<file path="src/rtl/btn_conditioner.sv">
// PunchZombie button front end: sync, debounce, one-shot,
// press arbitration with post-hit lockout, and game tick strobe.
module btn_conditioner #(
  parameter int DEBOUNCE_CYCLES = 4,
  parameter int LOCKOUT_CYCLES  = 8,
  parameter int TICK_DIV        = 10
) (
  input  logic clk,
  input  logic rst,
  input  logic btn1_raw,
  input  logic btn2_raw,
  input  logic btn3_raw,
  output logic btn1,
  output logic btn2,
  output logic btn3,
  output logic btn1_pulse,
  output logic btn2_pulse,
  output logic btn3_pulse,
  output logic multi_press,
  output logic tick
);

  localparam int CW = $clog2(DEBOUNCE_CYCLES);
  localparam int LW = $clog2(LOCKOUT_CYCLES + 1);
  localparam int TW = $clog2(TICK_DIV);

  localparam logic [CW-1:0] CNT_MAX   = CW'(DEBOUNCE_CYCLES - 1);
  localparam logic [LW-1:0] LOCK_INIT = LW'(LOCKOUT_CYCLES);
  localparam logic [TW-1:0] TICK_MAX  = TW'(TICK_DIV - 1);

  logic [2:0]         raw;
  logic [2:0]         s1_q, s1_d;
  logic [2:0]         s2_q, s2_d;
  logic [2:0]         lvl_q, lvl_d;
  logic [2:0][CW-1:0] cnt_q, cnt_d;
  logic [2:0]         rise;
  logic [2:0]         pulse_q, pulse_d;
  logic               multi_q, multi_d;
  logic [LW-1:0]      lock_q, lock_d;
  logic [TW-1:0]      tick_cnt_q, tick_cnt_d;
  logic               tick_q, tick_d;

  assign raw = {btn3_raw, btn2_raw, btn1_raw};

  // Two-flop synchroniser per button
  always_comb begin
    s1_d = raw;
    s2_d = s1_q;
  end

  // Debounce: flip the level after DEBOUNCE_CYCLES straight disagreements
  always_comb begin
    lvl_d = lvl_q;
    cnt_d = '0;
    rise  = '0;
    for (int i = 0; i < 3; i++) begin
      if (s2_q[i] != lvl_q[i]) begin
        if (cnt_q[i] == CNT_MAX) begin
          lvl_d[i] = s2_q[i];
          rise[i]  = s2_q[i];
        end else begin
          cnt_d[i] = cnt_q[i] + CW'(1);
        end
      end
    end
  end

  // Arbitrate candidate presses; any accepted strobe arms the lockout
  always_comb begin
    pulse_d = '0;
    multi_d = 1'b0;
    lock_d  = lock_q;
    if (lock_q != '0) begin
      lock_d = lock_q - LW'(1);
    end else if (rise != '0) begin
      lock_d = LOCK_INIT;
      if ($onehot(rise)) begin
        pulse_d = rise;
      end else begin
        multi_d = 1'b1;
      end
    end
  end

  // Free-running tick divider, strobe one cycle after the wrap value
  always_comb begin
    tick_d = (tick_cnt_q == TICK_MAX);
    if (tick_cnt_q == TICK_MAX) begin
      tick_cnt_d = '0;
    end else begin
      tick_cnt_d = tick_cnt_q + TW'(1);
    end
  end

  // State registers, all cleared asynchronously
  always_ff @(posedge clk or posedge rst) begin
    if (rst) begin
      s1_q       <= '0;
      s2_q       <= '0;
      lvl_q      <= '0;
      cnt_q      <= '0;
      pulse_q    <= '0;
      multi_q    <= 1'b0;
      lock_q     <= '0;
      tick_cnt_q <= '0;
      tick_q     <= 1'b0;
    end else begin
      s1_q       <= s1_d;
      s2_q       <= s2_d;
      lvl_q      <= lvl_d;
      cnt_q      <= cnt_d;
      pulse_q    <= pulse_d;
      multi_q    <= multi_d;
      lock_q     <= lock_d;
      tick_cnt_q <= tick_cnt_d;
      tick_q     <= tick_d;
    end
  end

  assign btn1        = lvl_q[0];
  assign btn2        = lvl_q[1];
  assign btn3        = lvl_q[2];
  assign btn1_pulse  = pulse_q[0];
  assign btn2_pulse  = pulse_q[1];
  assign btn3_pulse  = pulse_q[2];
  assign multi_press = multi_q;
  assign tick        = tick_q;

endmodule

</file>
<file path="config.mk">
export PLATFORM = sky130hd
export DESIGN_NAME = btn_conditioner
export DESIGN_NICKNAME = d
export VERILOG_FILES = /design/src/rtl/btn_conditioner.sv
export SDC_FILE = /design/constraint.sdc
export NUM_CORES = 1
export LEC_CHECK = 0
export CAP_MARGIN = 5
export CORE_MARGIN = 3
export CORE_UTILIZATION = 30
export CTS_CLUSTER_DIAMETER = 30
export DETAILED_ROUTE_END_ITERATION = 10
export PLACE_DENSITY = 0.53
export SKIP_LAST_GASP = 1
export SLEW_MARGIN = 10
export SYNTH_ARGS = -nofsm -noshare
export SYNTH_HDL_FRONTEND = slang
export SYNTH_SLANG_ARGS = --single-unit
</file>
<file path="constraint.sdc">
create_clock -name clk -period 1.9 [get_ports clk]
set_input_delay 0.38 -clock clk [delete_from_list [all_inputs] [get_ports clk]]
set_output_delay 0.38 -clock clk [all_outputs]
set_load 0.02 [all_outputs]
</file>
==> run_results.csv <==
group,metric,value,unit
timing,timing.final.ws_setup,0.0911,ns
global_route,grt_use_met1,0.100,
synth,avgSynthCellArea,13.4,µm²
clocking,cts.repair.resized,0,
floorplanning,num_rows,20,
timing,slew_headroom,0.775,
critical_path,worstPathCellList,"ha_1 > nand3b_1 > fa_1 > or3b_4 > nor2_2",
critical_path,worst-path-buf-inv,0,
global_route,grt_pass1_wl,2730,µm
global_route,grtUsageMet2,0.138,
timing,fin_crit,1.81,ns
clocking,cts_hold_buffers,0,
floorplanning,chipWidth,65.1,µm
clocking,insertion_delay,0.31,ns
routing,routedWlPerCell,10.7,µm
routing,drtIter0Drc,8,
cells_and_area,nNetsFinal,106,
cells_and_area,n_fill_cell,312,
clocking,tritoncts,"built",
routing,routed_wl,1480,µm
critical_path,slowest_stage,"fa_1",
power_and_ir_drop,p_leak,0.569,nW
placed_design,hpwl,1070,µm
synth,ys_warn_count,0,
synth,synth-edff-count,0,
floorplanning,dieArea,4240,µm²
floorplanning,initial_core_util,0.330,
timing,setup_viol,0,
cells_and_area,area_growth_syn_to_layout,20.3,%
clocking,clk_pin_slew_worst_paths,0.13,ns
cells_and_area,insertedDiodeCount,0,
synth,synthTopCellsByArea,"dfrtp_1 (67%), ha_1 (3.6%), xnor2_1 (3.3%), mux2_2 (3.2%), nor3_1 (2.4%)",
timing,fmax,0.553,GHz
clocking,cts-htree-levels,1,
global_route,grt_use_total,0.0851,
critical_path,worst_setup_path_end_kind,"flop",
global_route,top_usage_layer,"met2",
synth,yosysUniqueCellTypes,22,
routing,ant_nets,0,
critical_path,cp_data_required_time,2.16,ns
critical_path,cp-start-kind,"flop",
floorplanning,die_y,65.1,µm
critical_path,max_stage_delay,0.43,ns
global_route,gr-total-overflow,0,
synth,synth_top_area_share,0.669,
clocking,root_buffer,"clkbuf_4",
timing,tightest_slew,0.337,ns
critical_path,crit_type,"flop to flop",
timing,drv_slew,0,
routing,firstDrtPassIters,4,
clocking,cts_buffers,3,
critical_path,path_max_fanout,3,
global_route,grt_max_degree,29,
cells_and_area,drive_above_1_share,0.126,
critical_path,arrival,2.07,ns
timing,fin_skew,0.00943,ns
timing,final_hold_viol_count,0,
critical_path,ff2ff_setup_slack,0.09,ns
power_and_ir_drop,power_density,1140,nW/µm²
timing,fin_hold_ws,0.358,ns
placed_design,port_buffers,12,
global_route,grt_use_met3,0.0364,
synth,syn_inst,78,
cells_and_area,layout_commonest_cell,"dfrtp_1",
synth,syn-cell-area,1050,µm²
clocking,clk_path_buf_depth,2,
critical_path,crit_family,"simple AND/OR/NAND/NOR gates",
cells_and_area,final_cell_mix,"dfrtp_1 (28), clkdlybuf4s50_1 (12)",
power_and_ir_drop,vdd_drop_max,0.426,mV
floorplanning,ios,13,
global_route,grt_pass1_vias,631,
synth,synth.net_count,87,
synth,ys.flop_type,"dfrtp_1",
global_route,antenna_found_initial,0,
flow_run,cap_violations,0,
synth,ys_async_sr_fraction,1.00,
synth,synth-seq-cells,28,
routing,num_vias,599,
routing,via_per_inst,4.31,
placed_design,globalplace.congestion,0.694,
clocking,cts.sinks,28,
floorplanning,core_area,3180,µm²
worst_hold_path,hp-class,"flop to flop",
timing,fin_crit_sh,0.952,
synth,yosysTopAreaCell,"dfrtp_1",
clocking,cts_setup_buffers,0,
routing,route.detailed.drc,0,
placed_design,pre_cts_slack,0.116,ns
synth,ys_seq_area_frac,0.669,
status,outcome,"finished, final reports clean",
==> cells in the mapped netlist, types with 3 or more instances <==
master / instances
dfrtp_1: 28
ha_1: 3
inv_1: 3
mux2_2: 3
nand2_1: 5
nand3b_1: 3
nor2_1: 5
nor2b_1: 3
nor3_1: 5
o21ai_0: 5
xnor2_1: 4
==> final timing paths <==
kind,cells past startpoint,startpoint,end
max,5,cnt_q[4],pulse_q[0]
min,0,s1_q[2],s2_q[2]
max reg2reg,5,cnt_q[4],pulse_q[0]
min reg2reg,0,s1_q[2],s2_q[2]
max in group asynchronous,3,rst,lock_q[2]
min in group asynchronous,3,rst,cnt_q[0]
==> per-layer routing <==
layer  wire, µm  vias to the layer above  part of all wire
met5          0                        -                 0
met4         19                        0             0.013
met3         69                        2             0.047
met2        747                       10              0.50
met1        647                      288              0.44
li1           -                      299                 -
==> stage by stage <==
stage | TNS [ns] | power (W) | cell area (µm²) | util | std cells
after detailed placement | 0 | 0.00124 | 1230 | 0.387 | 135
after CTS | 0 | 0.00147 | 1250 | 0.394 | 138
after global routing | -0.00388 | 0.00156 | 1260 | 0.396 | 139
after floorplan | 0 | 0.00110 | 1050 | - | 78
after global placement | 0 | 0.00122 | 1230 | 0.387 | 135
final | 0 | 0.00144 | 1260 | 0.396 | 139
==> sequential cells by signal (all words and copies together) (netlist names) <==
name         count
cnt_q            6
lock_q           4
tick_cnt_q       4
lvl_q            3
pulse_q          3
s1_q             3
s2_q             3
multi_press      1
tick             1
==> area by class of cell <==
type,instances,area [µm²],share of cell area
sequential,28,701,0.556
timing repair buffer,14,135,0.107
inverter,3,11.3,0.00894
tap,44,55.1,0.0437
clock buffer,3,22.5,0.0179
multi-input combinational,47,335,0.266
==> power breakdown <==
part / switching [W] / internal [W]
registers: 0.0000985 / 0.000713
clock network: 0.000150 / 0.0000741
logic: 0.000171 / 0.000232
total: 0.000420 / 0.00102
==> kinds of logic (layout without fill, tap and decap cells) <==
group | Yosys count | in the layout | share of synthesized area
buf+inv | 3 | 20 | 0.0108
flops | 28 | 28 | 0.669
fa+ha+maj | 4 | 4 | 0.0550
compound gates | 8 | 8 | 0.0466
xor+xnor | 4 | 4 | 0.0334
simple gates | 28 | 28 | 0.153
mux | 3 | 3 | 0.0323
Note: power is estimated with default switching activity, not from simulation.
